<file path="src/rtl/mult_share_arbiter_pkg.sv">
// Shared definitions for the mult_share_arbiter slice.
// Contents: requester count, id width, default WIDTH / TIMEOUT_CYC,
// FSM state encodings and an id-to-one-hot helper.
package mult_share_arbiter_pkg;

    localparam int unsigned NUM_REQ         = 4;
    localparam int unsigned ID_W            = 2;
    localparam int unsigned DEF_WIDTH       = 8;
    localparam int unsigned DEF_TIMEOUT_CYC = 64;

    // FSM state encodings
    localparam logic [1:0] IDLE  = 2'd0;
    localparam logic [1:0] ISSUE = 2'd1;
    localparam logic [1:0] WAIT  = 2'd2;
    localparam logic [1:0] RESP  = 2'd3;

    // Decode a requester index into a one-hot vector
    function automatic logic [NUM_REQ-1:0] id_to_onehot(input logic [ID_W-1:0] id);
        logic [NUM_REQ-1:0] oh;
        oh     = '0;
        oh[id] = 1'b1;
        return oh;
    endfunction

endpackage

</file>
<file path="src/rtl/mult_share_arbiter_if.sv">
// Bus bundle between the requesters, the arbiter and the shared multiplier core.
// Requester side : req, a_in, b_in (in) / gnt, gnt_id, done, p_out, busy, err (out)
// Core side      : mul_start, mul_a, mul_b (out) / mul_done, mul_p (in)
// Modports: slave = arbiter view, master = requesters + core view.
interface mult_share_arbiter_if
    import mult_share_arbiter_pkg::*;
#(
    parameter int unsigned WIDTH = DEF_WIDTH
) ();

    logic [NUM_REQ-1:0]       req;
    logic [NUM_REQ*WIDTH-1:0] a_in;
    logic [NUM_REQ*WIDTH-1:0] b_in;
    logic [NUM_REQ-1:0]       gnt;
    logic [ID_W-1:0]          gnt_id;
    logic [NUM_REQ-1:0]       done;
    logic [2*WIDTH-1:0]       p_out;
    logic                     busy;
    logic                     err;
    logic                     mul_start;
    logic [WIDTH-1:0]         mul_a;
    logic [WIDTH-1:0]         mul_b;
    logic                     mul_done;
    logic [2*WIDTH-1:0]       mul_p;

    modport slave (
        input  req, a_in, b_in, mul_done, mul_p,
        output gnt, gnt_id, done, p_out, busy, err, mul_start, mul_a, mul_b
    );

    modport master (
        output req, a_in, b_in, mul_done, mul_p,
        input  gnt, gnt_id, done, p_out, busy, err, mul_start, mul_a, mul_b
    );

endinterface

</file>
<file path="src/rtl/mult_share_arbiter_rr_pick_4.sv">
// Combinational round-robin picker for 4 requesters.
// Ports: req[3:0], last_id[1:0] in; pick_id[1:0], pick_valid out.
// Searches last_id+1, +2, +3, then last_id itself (mod 4).
module rr_pick_4
    import mult_share_arbiter_pkg::*;
(
    input  logic [NUM_REQ-1:0] req,
    input  logic [ID_W-1:0]    last_id,
    output logic [ID_W-1:0]    pick_id,
    output logic               pick_valid
);

    // Walk farthest-first so the nearest asserted requester is written last
    always_comb begin
        pick_id    = '0;
        pick_valid = 1'b0;
        for (int k = NUM_REQ; k >= 1; k--) begin
            if (req[ID_W'(last_id + ID_W'(k))]) begin
                pick_id    = ID_W'(last_id + ID_W'(k));
                pick_valid = 1'b1;
            end
        end
    end

endmodule

</file>
<file path="src/rtl/mult_share_arbiter.sv">
// Round-robin arbiter/sequencer sharing one multi-cycle multiplier core
// among 4 requesters.
// Ports: clk, rst (async, active high), bus (mult_share_arbiter_if.slave).
// Optional macro MULT_SHARE_TIMEOUT_EN: abort WAIT after TIMEOUT_CYC cycles
// with p_out=0 and err pulsed alongside done; otherwise err is tied 0.
module mult_share_arbiter
    import mult_share_arbiter_pkg::*;
#(
    parameter int unsigned WIDTH       = DEF_WIDTH,
    parameter int unsigned TIMEOUT_CYC = DEF_TIMEOUT_CYC
) (
    input  logic                    clk,
    input  logic                    rst,
    mult_share_arbiter_if.slave     bus
);

    if (TIMEOUT_CYC == 0) begin : g_bad_timeout
        $error("TIMEOUT_CYC must be at least 1");
    end

    logic [1:0]         state_q, state_d;
    logic [ID_W-1:0]    last_id_q, last_id_d;
    logic [NUM_REQ-1:0] gnt_q, gnt_d;
    logic [ID_W-1:0]    gnt_id_q, gnt_id_d;
    logic [NUM_REQ-1:0] done_q, done_d;
    logic [2*WIDTH-1:0] p_out_q, p_out_d;
    logic               busy_q, busy_d;
    logic               mul_start_q, mul_start_d;
    logic [WIDTH-1:0]   mul_a_q, mul_a_d;
    logic [WIDTH-1:0]   mul_b_q, mul_b_d;

    logic [ID_W-1:0]    pick_id;
    logic               pick_valid;

`ifdef MULT_SHARE_TIMEOUT_EN
    localparam int unsigned CNT_W = $clog2(TIMEOUT_CYC + 1);
    logic [CNT_W-1:0]   cnt_q, cnt_d;
    logic               err_q, err_d;
`endif

    rr_pick_4 u_pick (
        .req        (bus.req),
        .last_id    (last_id_q),
        .pick_id    (pick_id),
        .pick_valid (pick_valid)
    );

    // State and output registers
    always_ff @(posedge clk or posedge rst) begin
        if (rst) begin
            state_q     <= IDLE;
            last_id_q   <= ID_W'(NUM_REQ - 1);
            gnt_q       <= '0;
            gnt_id_q    <= '0;
            done_q      <= '0;
            p_out_q     <= '0;
            busy_q      <= 1'b0;
            mul_start_q <= 1'b0;
            mul_a_q     <= '0;
            mul_b_q     <= '0;
`ifdef MULT_SHARE_TIMEOUT_EN
            cnt_q       <= '0;
            err_q       <= 1'b0;
`endif
        end else begin
            state_q     <= state_d;
            last_id_q   <= last_id_d;
            gnt_q       <= gnt_d;
            gnt_id_q    <= gnt_id_d;
            done_q      <= done_d;
            p_out_q     <= p_out_d;
            busy_q      <= busy_d;
            mul_start_q <= mul_start_d;
            mul_a_q     <= mul_a_d;
            mul_b_q     <= mul_b_d;
`ifdef MULT_SHARE_TIMEOUT_EN
            cnt_q       <= cnt_d;
            err_q       <= err_d;
`endif
        end
    end

    // Next state and next registered outputs
    always_comb begin
        state_d     = state_q;
        last_id_d   = last_id_q;
        gnt_d       = gnt_q;
        gnt_id_d    = gnt_id_q;
        done_d      = '0;
        p_out_d     = p_out_q;
        mul_start_d = 1'b0;
        mul_a_d     = mul_a_q;
        mul_b_d     = mul_b_q;
`ifdef MULT_SHARE_TIMEOUT_EN
        cnt_d       = cnt_q;
        err_d       = 1'b0;
`endif
        case (state_q)
            IDLE: begin
                if (pick_valid) begin
                    state_d     = ISSUE;
                    gnt_id_d    = pick_id;
                    gnt_d       = id_to_onehot(pick_id);
                    mul_a_d     = bus.a_in[pick_id*WIDTH +: WIDTH];
                    mul_b_d     = bus.b_in[pick_id*WIDTH +: WIDTH];
                    mul_start_d = 1'b1;
                end
            end
            ISSUE: begin
                state_d = WAIT;
`ifdef MULT_SHARE_TIMEOUT_EN
                cnt_d   = '0;
`endif
            end
            WAIT: begin
                // A core answer on the limit cycle takes precedence over timeout
                if (bus.mul_done) begin
                    state_d = RESP;
                    p_out_d = bus.mul_p;
                    done_d  = id_to_onehot(gnt_id_q);
                end
`ifdef MULT_SHARE_TIMEOUT_EN
                else if (cnt_q == CNT_W'(TIMEOUT_CYC - 1)) begin
                    state_d = RESP;
                    p_out_d = '0;
                    done_d  = id_to_onehot(gnt_id_q);
                    err_d   = 1'b1;
                end else begin
                    cnt_d = cnt_q + CNT_W'(1);
                end
`endif
            end
            RESP: begin
                state_d   = IDLE;
                last_id_d = gnt_id_q;
                gnt_d     = '0;
            end
            default: state_d = IDLE;
        endcase
        busy_d = (state_d != IDLE);
    end

    assign bus.gnt       = gnt_q;
    assign bus.gnt_id    = gnt_id_q;
    assign bus.done      = done_q;
    assign bus.p_out     = p_out_q;
    assign bus.busy      = busy_q;
    assign bus.mul_start = mul_start_q;
    assign bus.mul_a     = mul_a_q;
    assign bus.mul_b     = mul_b_q;
`ifdef MULT_SHARE_TIMEOUT_EN
    assign bus.err       = err_q;
`else
    assign bus.err       = 1'b0;
`endif

endmodule
</file>
<file path="src/flat_wrapper.sv">
// flat-port wrapper written by rule: the top's interface ports become plain ports
module mult_share_arbiter_flat import mult_share_arbiter_pkg::*;
#(
    parameter int unsigned WIDTH       = DEF_WIDTH,
    parameter int unsigned TIMEOUT_CYC = DEF_TIMEOUT_CYC
)
  (clk, rst, bus_req, bus_a_in, bus_b_in, bus_mul_done, bus_mul_p, bus_gnt, bus_gnt_id, bus_done, bus_p_out, bus_busy, bus_err, bus_mul_start, bus_mul_a, bus_mul_b);
  mult_share_arbiter_if #(.WIDTH(WIDTH)) bus_i ();
  input  logic clk;
  input  logic rst;
  input wire logic [$bits(bus_i.req)-1:0] bus_req;
  input wire logic [$bits(bus_i.a_in)-1:0] bus_a_in;
  input wire logic [$bits(bus_i.b_in)-1:0] bus_b_in;
  input wire logic [$bits(bus_i.mul_done)-1:0] bus_mul_done;
  input wire logic [$bits(bus_i.mul_p)-1:0] bus_mul_p;
  output wire logic [$bits(bus_i.gnt)-1:0] bus_gnt;
  output wire logic [$bits(bus_i.gnt_id)-1:0] bus_gnt_id;
  output wire logic [$bits(bus_i.done)-1:0] bus_done;
  output wire logic [$bits(bus_i.p_out)-1:0] bus_p_out;
  output wire logic [$bits(bus_i.busy)-1:0] bus_busy;
  output wire logic [$bits(bus_i.err)-1:0] bus_err;
  output wire logic [$bits(bus_i.mul_start)-1:0] bus_mul_start;
  output wire logic [$bits(bus_i.mul_a)-1:0] bus_mul_a;
  output wire logic [$bits(bus_i.mul_b)-1:0] bus_mul_b;
  assign bus_i.req = bus_req;
  assign bus_i.a_in = bus_a_in;
  assign bus_i.b_in = bus_b_in;
  assign bus_i.mul_done = bus_mul_done;
  assign bus_i.mul_p = bus_mul_p;
  assign bus_gnt = bus_i.gnt;
  assign bus_gnt_id = bus_i.gnt_id;
  assign bus_done = bus_i.done;
  assign bus_p_out = bus_i.p_out;
  assign bus_busy = bus_i.busy;
  assign bus_err = bus_i.err;
  assign bus_mul_start = bus_i.mul_start;
  assign bus_mul_a = bus_i.mul_a;
  assign bus_mul_b = bus_i.mul_b;
  mult_share_arbiter #(.WIDTH(WIDTH), .TIMEOUT_CYC(TIMEOUT_CYC)) u_core (.clk(clk), .rst(rst), .bus(bus_i));
endmodule
</file>
<file path="config.mk">
export PLATFORM = sky130hd
export DESIGN_NAME = mult_share_arbiter_flat
export DESIGN_NICKNAME = d
export VERILOG_FILES = /design/src/rtl/mult_share_arbiter_pkg.sv /design/src/rtl/mult_share_arbiter_if.sv /design/src/rtl/mult_share_arbiter_rr_pick_4.sv /design/src/rtl/mult_share_arbiter.sv /design/src/flat_wrapper.sv
export SDC_FILE = /design/constraint.sdc
export NUM_CORES = 1
export LEC_CHECK = 0
export CAP_MARGIN = 20
export CELL_PAD_IN_SITES_DETAIL_PLACEMENT = 1
export CELL_PAD_IN_SITES_GLOBAL_PLACEMENT = 2
export CORE_MARGIN = 4
export CORE_UTILIZATION = 23
export CTS_CLUSTER_DIAMETER = 150
export DETAILED_ROUTE_END_ITERATION = 7
export GPL_TIMING_DRIVEN = 0
export PLACE_DENSITY = 0.76
export SLEW_MARGIN = 20
export SYNTH_ARGS = -nofsm -noshare
export SYNTH_HDL_FRONTEND = slang
export SYNTH_SLANG_ARGS = --single-unit
</file>
<file path="constraint.sdc">
create_clock -name clk -period 2.2 [get_ports clk]
set_input_delay 0.55 -clock clk [delete_from_list [all_inputs] [get_ports clk]]
set_output_delay 0.55 -clock clk [all_outputs]
set_load 0.05 [all_outputs]
</file>
==> reports/metrics.csv <==
stage,metric,value,unit
final_layout,finalInstanceArea,4140,sq um
power_and_ir_drop,p_leak,1.69,nW
yosys,yosysWarnings,0,
setup_path,slowest_delay,0.85,ns
setup_path,reg2reg_to,u_core.bus.mul_b[7],
route,antenna_left,0,
sta,timing.final.max_slew_violations,0,
yosys,post-synth-top-area-fraction,46.4,%
global_route,grtUsageTotal,13.3,%
setup_path,r2r-start,u_core.last_id_q[1],
sta,worst_slew_pin_slew,0.548,ns
clocking,postCtsHoldBufs,0,
setup_path,end_kind,primary output,
min_path,min_path_type,flip-flop to flip-flop,
yosys,synth_fa_ha_area_share,2.02,%
route,wl_per_cell,17.0,um
setup_path,crit_path_start,u_core.bus.gnt_id[1],
route,drc_errors,0,
yosys,synthDistinctLibCells,41,
route,vias_per_cell,4.61,
global_route,top_usage_layer,met2,
global_route,grt_pass1_wl,13400,um
global_route,antenna_found_initial,0,
yosys,netlist_instances,214,
global_route,grt-ovfl-total,0,
clocking,cts-root-buf,clkbuf_8,
floorplanning,initial_utilization,23.8,%
setup_path,r2r_setup_slack,0.19,ns
global_route,grt_use_met3,3.48,%
sta,fin_setup_tns,0,ns
floorplanning,io_pins,132,
floorplanning,die_x,112,um
route,wl,8380,um
global_route,grt_pass1_vias,2535,
floorplanning,die_height,112,um
setup_path,crit_arrival,1.59,ns
placement,dpl_cell_area,3970,sq um
yosys,synth_mux_area_share,14.6,%
setup_path,crit_buf_inv,1,
setup_path,crit_fanout,5,
yosys,yosysMostFrequentCell,dfrtp_1,
placement,port_buffers,130,
setup_path,path_cells,clkdlybuf4s50_1,
yosys,syn_nets,305,
route,drt_iter0_markers,46,
setup_path,critical_path_required,1.65,ns
final_layout,nets,447,
global_route,met1_usage,16.1,%
final_layout,synthToLayoutAreaGrowth,66.7,%
yosys,synth_flop_cell,dfrtp_1,
final_layout,final_cells,493,
setup_path,critPathTopFamily,buffers and inverters,
yosys,synth_area_per_cell,11.6,sq um
sta,max_freq,0.467,GHz
sta,final-setup-viol-count,0,
sta,rsz0062_at_grt,false,
placement,dp_hpwl,6510,um
yosys,synth_seq_cells,48,
sta,finalHoldViolations,0,
clocking,clkTransAtPathRegs,0.10,ns
min_path,hold_end,u_core.bus.p_out[1],
outcome,status,finished clean,
min_path,hold_depth,1,
sta,fin_worst_skew,0.00759,ns
setup_path,r2r_cells,7,
setup_path,startpoint_type,flip-flop,
yosys,async_reset_ff_share,100,%
yosys,synth_compound_area_share,17.7,%
clocking,cts_buffers,5,
job,drv_cap,0,
placement,routabilityCongestion,0.725,
power_and_ir_drop,power,6.02,mW
yosys,synth_common_cells,"dfrtp_1, nor2_1, mux2_2",
clocking,clk_latency,0.30,ns
power_and_ir_drop,power.density,1450,nW/um^2
min_path,hp-start,u_core.bus.p_out[1],
yosys,ys_seq_area_share,48.5,%
placement,dp_cells,481,
yosys,synthXorXnorAreaFrac,0,%
global_route,grtUsageMet2,23.8,%
setup_path,slowest_stage,clkdlybuf4s50_1,
clocking,clock-sinks,48,
floorplanning,die_area,12500,sq um
clocking,cts_buffer_depth,2,
final_layout,diodes,0,
floorplanning,num_rows,37,
route,drtPass1Iterations,4,
clocking,htreeDepth,2,
power_and_ir_drop,ir_drop,0.000592,V
yosys,netlist_area,2480,sq um
final_layout,fill_cells,1158,
floorplanning,fp.coreArea,10400,sq um
sta,fin_crit_sh,97.2,%
global_route,grt_start_max_net_pins,29,
yosys,yosys.area.top_type,dfrtp_1,
final_layout,drive_gt1_share,17.6,%
sta,relSlewSlack,63.3,%
yosys,synth_edf_count,0,
yosys,synthTopCellsByArea,"dfrtp_1, mux2_2, mux2i_1",
clocking,cts_tree,done,
route,via_count,2275,
setup_path,crit_type,flip-flop to primary output,
yosys,synth_top_family_by_area,compound AO/OA/AOI/OAI gates,
yosys,synthSimpleGateAreaFrac,12.9,%
sta,fin_crit,2.14,ns
-- worst register-to-register path, cell delays in order (launching register included) --
cell	delay (ns)
dfstp_2	0.60
a21boi_1	0.11
o21bai_4	0.25
and3_1	0.20
buf_6	0.18
buf_8	0.18
mux2i_1	0.27
a211oi_2	0.10
-- logic make-up (layout without fill, tap and decap cells) --
kind of cell / count (synthesis) / count (layout)
flip-flops: 48 / 48
AND/OR/NAND/NOR: 59 / 59
other: 1 / 1
multiplexers: 34 / 34
AO/OA/AOI/OAI: 51 / 51
adder cells (fa/ha/maj): 4 / 4
buffers and inverters: 17 / 160
-- layout by cell type, fill, tap and decap left out, types with 2 or more instances in the layout --
cell,netlist,layout
a211oi_1,6,6
a211oi_2,10,10
a21oi_1,2,2
a221oi_1,16,15
and2_4,2,2
and3_1,17,17
buf_4,1,5
buf_6,3,3
clkbuf_1,7,5
clkbuf_8,0,6
clkdlybuf4s50_1,0,125
clkinvlp_4,0,2
dfrtp_1,46,46
dfstp_2,2,2
dlygate4sd2_1,0,5
ha_1,4,4
inv_1,4,3
mux2_2,18,18
mux2i_1,16,16
nand2_1,3,3
nand2b_1,2,2
nand3_1,3,3
nor2_1,21,21
nor3_1,2,2
o21ai_0,8,8
o31ai_1,2,2
-- where the power goes --
part / total [mW] / internal (mW) / switching [mW]
Sequential: 1.54 / 1.31 / 0.229
Combinational: 3.89 / 1.49 / 2.40
Clock: 0.583 / 0.255 / 0.328
-- worst max path at each step --
stage | to | cells after the start | slack [ns]
final | bus_gnt_id[1] | 1 | 0.06
after global routing | u_core.bus.mul_b[7] | 8 | 0.007
after CTS | bus_gnt_id[1] | 1 | 0.03
after detailed placement | u_core.bus.mul_a[1] | 7 | -0.67
after global placement | u_core.bus.mul_a[4] | 7 | -0.63
after floorplan | u_core.bus.mul_a[5] | 6 | 0.33
-- repair_timing --
action,4_1_cts,5_1_grt
setup buffers,4,0
gates resized for setup,14,0
setup endpoints to repair,12,0
-- flip-flops by register name (all words and copies together), names as in the netlist --
name                  flops
u_core.bus.busy           1
u_core.bus.done           4
u_core.bus.gnt            4
u_core.bus.gnt_id         2
u_core.bus.mul_a          8
u_core.bus.mul_b          8
u_core.bus.mul_start      1
u_core.bus.p_out         16
u_core.last_id_q          2
u_core.state_q            2
-- layer usage --
layer  vias up  share of wire, %
li1       1081                 -
met1      1128                41
met2        60                52
met3         6               5.7
met4         0              0.70
met5         -                 0
-- final cells by class --
cell class                      count  area (sq um)  share of cell area [%]
Multi-Input combinational cell    149          1210                    29.3
Clock inverter                      2          15.0                   0.363
Timing Repair Buffer              135          1350                    32.5
Tap cell                          136           170                    4.11
Clock buffer                        6          82.6                    2.00
Inverter                            4          15.0                   0.363
Sequential cell                    48          1200                    29.1
Buffer                             13          92.6                    2.24
-- per-stage QoR --
step	worst slack [ns]	hold slack (ns)	util [%]
3_3_place_gp	-0.632	0.490	37.9
6_report	0.0607	0.514	39.7
2_1_floorplan	0.328	0.575	-
5_1_grt	0.00677	0.528	39.7
3_5_place_dp	-0.668	0.494	38.1
4_1_cts	0.0314	0.518	39.7
Note: power is estimated with default switching activity, not from simulation.
